### src/rtl/kbd_fifo_if.sv
// Keyboard FIFO bus bundle.
// Carries the PS/2 receiver handoff (ps2_data, ps2_toggle), the CPU output-port
// write bus (pin_pa, pin_po, pin_pw) and the keyboard status outputs
// (kb_code, kb_stat, kb_irq).
//   master : the CPU/receiver side; drives the inputs and reads the status.
//   slave  : kbd_fifo; reads the inputs and drives the status.
interface kbd_fifo_if;
  logic [7:0] ps2_data;
  logic       ps2_toggle;
  logic [7:0] pin_pa;
  logic [7:0] pin_po;
  logic       pin_pw;
  logic [7:0] kb_code;
  logic [7:0] kb_stat;
  logic       kb_irq;

  modport master (
    output ps2_data, ps2_toggle, pin_pa, pin_po, pin_pw,
    input  kb_code, kb_stat, kb_irq
  );

  modport slave (
    input  ps2_data, ps2_toggle, pin_pa, pin_po, pin_pw,
    output kb_code, kb_stat, kb_irq
  );
endinterface

### src/rtl/kbd_fifo.sv
// Keyboard scancode FIFO.
// Synchronises the PS/2 receiver's byte toggle into the CPU clock domain, folds
// E0/F0 prefixes into extended/release flags and queues {ext, rel, code}
// entries. The CPU pops or clears the queue by writing to port PORT_POP.
// Ports:
//   pin_clk  : CPU clock, all state on the rising edge
//   reset_n  : synchronous active-low reset
//   bus      : kbd_fifo_if.slave (PS/2 handoff, CPU port writes, status outputs)
//              kb_code = head scancode (00 when empty)
//              kb_stat = {nonempty, overflow, head ext, head rel, count[3:0]}
//              kb_irq  = registered nonempty
module kbd_fifo #(
  parameter int unsigned DEPTH    = 8,
  parameter logic [7:0]  PORT_POP = 8'hFD
) (
  input  logic     pin_clk,
  input  logic     reset_n,
  kbd_fifo_if.slave bus
);

  localparam int unsigned PtrW     = (DEPTH > 1) ? $clog2(DEPTH) : 1;
  localparam logic [3:0]  DepthCnt = 4'(DEPTH);

  typedef enum logic [1:0] {StIdle, StExt, StRel, StExtRel} state_e;

  // Toggle synchroniser: two metastability stages plus one edge-detect stage.
  logic sync1_q, sync2_q, sync3_q;

  state_e            state_q, state_d;
  logic [PtrW-1:0]   rd_ptr_q, rd_ptr_d;
  logic [PtrW-1:0]   wr_ptr_q, wr_ptr_d;
  logic [3:0]        count_q, count_d;
  logic              ovf_q, ovf_d;
  logic              irq_q, irq_d;
  logic [9:0]        mem_q [DEPTH];

  logic       byte_evt;
  logic       is_e0, is_f0, is_err;
  logic       push_req, pop_req, clr_req, port_hit;
  logic       do_push, do_pop;
  logic       empty, full;
  logic       mem_we;
  logic [9:0] push_entry;
  logic [9:0] head;

  always_comb begin
    byte_evt = sync2_q ^ sync3_q;
    is_e0    = (bus.ps2_data == 8'hE0);
    is_f0    = (bus.ps2_data == 8'hF0);
    is_err   = (bus.ps2_data == 8'h00) || (bus.ps2_data == 8'hFF);

    // Prefix decoder: E0/F0 only move the FSM; any real code resets it.
    state_d  = state_q;
    push_req = 1'b0;
    if (byte_evt) begin
      if (is_e0) begin
        state_d = StExt;
      end else if (is_f0) begin
        state_d = (state_q == StExt || state_q == StExtRel) ? StExtRel : StRel;
      end else if (is_err) begin
        state_d = StIdle;
      end else begin
        push_req = 1'b1;
        state_d  = StIdle;
      end
    end

    push_entry = {(state_q == StExt) || (state_q == StExtRel),
                  (state_q == StRel) || (state_q == StExtRel),
                  bus.ps2_data};

    port_hit = bus.pin_pw && (bus.pin_pa == PORT_POP);
    pop_req  = port_hit && !bus.pin_po[7];
    clr_req  = port_hit &&  bus.pin_po[7];

    empty = (count_q == 4'd0);
    full  = (count_q == DepthCnt);

    // A pop frees the slot in the same cycle, so a full FIFO can still accept.
    do_pop  = pop_req && !empty;
    do_push = push_req && (!full || do_pop);

    rd_ptr_d = rd_ptr_q;
    wr_ptr_d = wr_ptr_q;
    count_d  = count_q;
    ovf_d    = ovf_q;
    mem_we   = 1'b0;

    if (clr_req) begin
      // Clear beats a coincident push; the prefix FSM still advances.
      rd_ptr_d = '0;
      wr_ptr_d = '0;
      count_d  = 4'd0;
      ovf_d    = 1'b0;
    end else begin
      if (do_pop) begin
        rd_ptr_d = rd_ptr_q + 1'b1;
      end
      if (do_push) begin
        wr_ptr_d = wr_ptr_q + 1'b1;
        mem_we   = 1'b1;
      end
      if (push_req && !do_push) begin
        ovf_d = 1'b1;
      end
      count_d = count_q + {3'b000, do_push} - {3'b000, do_pop};
    end

    irq_d = (count_q != 4'd0);
  end

  always_ff @(posedge pin_clk) begin
    if (!reset_n) begin
      // Loading the live level keeps reset release from looking like a byte.
      sync1_q  <= bus.ps2_toggle;
      sync2_q  <= bus.ps2_toggle;
      sync3_q  <= bus.ps2_toggle;
      state_q  <= StIdle;
      rd_ptr_q <= '0;
      wr_ptr_q <= '0;
      count_q  <= 4'd0;
      ovf_q    <= 1'b0;
      irq_q    <= 1'b0;
    end else begin
      sync1_q  <= bus.ps2_toggle;
      sync2_q  <= sync1_q;
      sync3_q  <= sync2_q;
      state_q  <= state_d;
      rd_ptr_q <= rd_ptr_d;
      wr_ptr_q <= wr_ptr_d;
      count_q  <= count_d;
      ovf_q    <= ovf_d;
      irq_q    <= irq_d;
    end
  end

  // Storage needs no reset; count gates every read of it.
  always_ff @(posedge pin_clk) begin
    if (reset_n && mem_we) begin
      mem_q[wr_ptr_q] <= push_entry;
    end
  end

  assign head        = mem_q[rd_ptr_q];
  assign bus.kb_code = empty ? 8'h00 : head[7:0];
  assign bus.kb_stat = {!empty, ovf_q, !empty && head[9], !empty && head[8], count_q};
  assign bus.kb_irq  = irq_q;

endmodule

### src/flat_wrapper.sv
// flat-port wrapper written by rule: the top's interface ports become plain ports
module kbd_fifo_flat 
#(
  parameter int unsigned DEPTH    = 8,
  parameter logic [7:0]  PORT_POP = 8'hFD
)
  (pin_clk, reset_n, bus_ps2_data, bus_ps2_toggle, bus_pin_pa, bus_pin_po, bus_pin_pw, bus_kb_code, bus_kb_stat, bus_kb_irq);
  kbd_fifo_if bus_i ();
  input  logic pin_clk;
  input  logic reset_n;
  input wire logic [$bits(bus_i.ps2_data)-1:0] bus_ps2_data;
  input wire logic [$bits(bus_i.ps2_toggle)-1:0] bus_ps2_toggle;
  input wire logic [$bits(bus_i.pin_pa)-1:0] bus_pin_pa;
  input wire logic [$bits(bus_i.pin_po)-1:0] bus_pin_po;
  input wire logic [$bits(bus_i.pin_pw)-1:0] bus_pin_pw;
  output wire logic [$bits(bus_i.kb_code)-1:0] bus_kb_code;
  output wire logic [$bits(bus_i.kb_stat)-1:0] bus_kb_stat;
  output wire logic [$bits(bus_i.kb_irq)-1:0] bus_kb_irq;
  assign bus_i.ps2_data = bus_ps2_data;
  assign bus_i.ps2_toggle = bus_ps2_toggle;
  assign bus_i.pin_pa = bus_pin_pa;
  assign bus_i.pin_po = bus_pin_po;
  assign bus_i.pin_pw = bus_pin_pw;
  assign bus_kb_code = bus_i.kb_code;
  assign bus_kb_stat = bus_i.kb_stat;
  assign bus_kb_irq = bus_i.kb_irq;
  kbd_fifo #(.DEPTH(DEPTH), .PORT_POP(PORT_POP)) u_core (.pin_clk(pin_clk), .reset_n(reset_n), .bus(bus_i));
endmodule
### config.mk
export PLATFORM = sky130hd
export DESIGN_NAME = kbd_fifo_flat
export DESIGN_NICKNAME = d
export VERILOG_FILES = /design/src/rtl/kbd_fifo_if.sv /design/src/rtl/kbd_fifo.sv /design/src/flat_wrapper.sv
export SDC_FILE = /design/constraint.sdc
export NUM_CORES = 1
export LEC_CHECK = 0
export CAP_MARGIN = 15
export CORE_MARGIN = 5
export CORE_UTILIZATION = 49
export CTS_BUF_LIST = sky130_fd_sc_hd__clkbuf_4 sky130_fd_sc_hd__clkbuf_8 sky130_fd_sc_hd__clkbuf_16
export DETAILED_ROUTE_END_ITERATION = 16
export PLACE_DENSITY = 0.71
export SLEW_MARGIN = 15
export SYNTH_ARGS = -nofsm -noshare
export SYNTH_HDL_FRONTEND = slang
export SYNTH_SLANG_ARGS = --single-unit
### constraint.sdc
create_clock -name pin_clk -period 2.8 [get_ports pin_clk]
set_input_delay 0.56 -clock pin_clk [delete_from_list [all_inputs] [get_ports pin_clk]]
set_output_delay 0.56 -clock pin_clk [all_outputs]
set_load 0.02 [all_outputs]
==> results.json <==
{
  "status": "finished, final reports clean",
  "skew_ns": 0.00639,
  "grt_overflow": 0,
  "reg2reg_setup_slack_ns": 0.42,
  "ys_seq_area_frac": 0.689,
  "ys.warnings.count": 0,
  "synth_cell_types": 38,
  "routedWlPerCell_um": 19.1,
  "ys_async_sr_fraction": 0,
  "synth.cells.most_frequent": "edfxtp_1, nor2_1, dfxtp_1, mux4_2, inv_1",
  "grt_pass1_wl_mm": 13.1,
  "place_congestion": 0.713,
  "synth-main-ff-cell": "edfxtp_1",
  "fmax_mhz": 384,
  "final_nets": 359,
  "drt-initial-drc-count": 100,
  "synth_top_area_frac": 0.590,
  "place_area_sq_um": 4810,
  "cts_tree": "done",
  "clk_pin_slew_ns": 0.09,
  "dieArea_sq_um": 10200,
  "cp.arrival_ns": 2.04,
  "worstSkewPairLatency_ns": 0.35,
  "worstHoldPathCells": 2,
  "numCtsBuffers": 9,
  "first_global_vias": 2519,
  "diodes": 0,
  "critPathLaunchType": "register",
  "place_hpwl_mm": 5.53,
  "r2r_cells": 12,
  "initial_core_util": 0.500,
  "whs_ns": 0.437,
  "place_ws_ns": -0.225,
  "avgSynthCellArea_sq_um": 16.3,
  "dr.pass1.iters": 4,
  "layout-drive-gt1-share": 0.248,
  "synthesis.nets": 287,
  "critical_path.max_fanout": 12,
  "grt_start_max_net_pins": 21,
  "hp-class": "register to register",
  "ant_nets": 0,
  "fin_crit_sh": 0.929,
  "antenna_found_initial": 0,
  "crit_end": "bus_kb_stat[7]",
  "num_io_pins": 45,
  "wl_mm": 8.25,
  "clock_sinks": 100,
  "yosys.area.top_type": "edfxtp_1",
  "crit_required_ns": 2.24,
  "startpoint": "u_core.count_q[2]",
  "total_leakage_power_nw": 1.80,
  "ctsHoldBuffers": 0,
  "io_buffers": 37,
  "period_minus_slack_ns": 2.60,
  "rsz0062_at_grt": "no",
  "setup_ws_ns": 0.199,
  "slew_headroom": 0.722,
  "synth-seq-cells": 100,
  "reg2reg_to": "u_core.count_q[2]",
  "syn_to_final_growth_pct": 24.4,
  "ir_drop_mv": 0.458,
  "synth_area_leaders": "edfxtp_1, mux4_2, dfxtp_1, nor2_1, mux2i_1",
  "synth_edf_count": 80,
  "avgViaCountPerCell": 5.38,
  "tns_ns": 0,
  "htree_levels": 3,
  "synth_most_common_cell": "edfxtp_1",
  "syn-cell-area_sq_um": 4070,
  "rows": 33,
  "num_vias": 2324,
  "r2r_start": "u_core.count_q[2]",
  "setup_violations": 0,
  "die_y_um": 101,
  "cts_buffer_depth": 2,
  "timing_hold_violations_final": 0,
  "die_w_um": 101,
  "postSynthCellCount": 250,
  "drcViolationCount": 0,
  "critPathCaptureType": "output port",
  "drv_cap": 0,
  "coreArea_sq_um": 8130,
  "postLayoutCellArea_sq_um": 5060,
  "clockRootBuffer": "clkbuf_8",
  "grt_use_total": 0.175,
  "critical_path_class": "register to output port",
  "slew_violations": 0,
  "tightest_slew_ns": 0.416,
  "p_per_area_nw_per_um2": 720
}
## routing by layer
metal  up-vias  GRT usage  wire [um]
li1       1086          -          -
met4         0     0.0501        114
met1      1169      0.211       3320
met2        61      0.308       4420
met5         -          0          0
met3         8     0.0464        391
## flip-flops by register name (all words and copies together) (netlist names), named ones only
signal and cells:
u_core.sync2_q 1, u_core.wr_ptr_q 3, u_core.rd_ptr_q 3, u_core.state_q 2, u_core.bus.kb_irq 1, u_core.ovf_q 1, u_core.sync1_q 1, u_core.mem_q 80
u_core.count_q 4, u_core.sync3_q 1
## where the power goes
| part | leakage [nW] | internal (mW) | total (mW) | switching [mW] |
|---|---|---|---|---|
| clock network | 0.0995 | 0.428 | 0.938 | 0.509 |
| registers | 0.885 | 1.72 | 1.79 | 0.0690 |
| logic | 0.812 | 0.412 | 0.917 | 0.505 |
## layout make-up
cell class,instances,area (sq um)
fillers,618,3070
multi-input cells,126,1180
clock inverters,7,85.1
repair buffers,73,689
inverters,12,45.0
clock buffers,9,124
well taps,105,131
flip-flops and latches,100,2800
## placed cells by master, fill, tap and decap left out, drive strengths merged, types with 2 or more instances in the layout
cell type	instances
a21oi	7
buf	35
clkbuf	10
clkdlybuf4s50	27
clkinv	2
clkinvlp	2
dfxtp	20
dlygate4sd2	6
dlymetal6s2s	4
edfxtp	80
ha	8
inv	14
mux2i	11
mux4	20
nand2	10
nand2b	2
nand3	5
nand3b	2
nor2	33
nor3	2
nor4	3
o21ai	2
xnor2	3
xor2	3
## worst min-delay path by stage
stage                         startpoint             end  slack (ns)
after floorplan           u_core.sync1_q  u_core.sync2_q        0.40
after global placement    u_core.sync1_q  u_core.sync2_q        0.41
after detailed placement  u_core.sync1_q  u_core.sync2_q        0.42
after CTS                 u_core.sync1_q  u_core.sync2_q        0.44
after global routing      u_core.sync1_q  u_core.sync2_q        0.49
final                     u_core.sync1_q  u_core.sync2_q        0.44
## what timing repair did
item                       4_1_cts  5_1_grt
gates cloned                     0        1
setup buffers                    0        0
resized for setup                6        7
setup endpoints to repair        6        7
## stage by stage
step | utilization | total power [mW] | instances
after global routing | 0.623 | 3.87 | 432
after global placement | 0.592 | 2.75 | 415
after floorplan | - | 2.33 | 250
after detailed placement | 0.592 | 2.78 | 415
after CTS | 0.617 | 3.69 | 431
final | 0.623 | 3.64 | 432
## logic make-up after synthesis
family | synth area share
xor gates and xnor gates | 0.0129
AOI/OAI and AO/OA | 0.0268
adders and majority gates | 0.0295
muxes | 0.138
DFF | 0.689
and+or+nand+nor | 0.0793
buffers and inverters | 0.0249
## critical path: stages, from the launching register on
cell             delay (ns)
dfxtp_1                0.32
inv_1                  0.10
ha_1                   0.15
nor3b_2                0.31
buf_6                  0.23
inv_1                  0.05
clkdlybuf4s50_1        0.53
(Power assumes the default switching activity.)
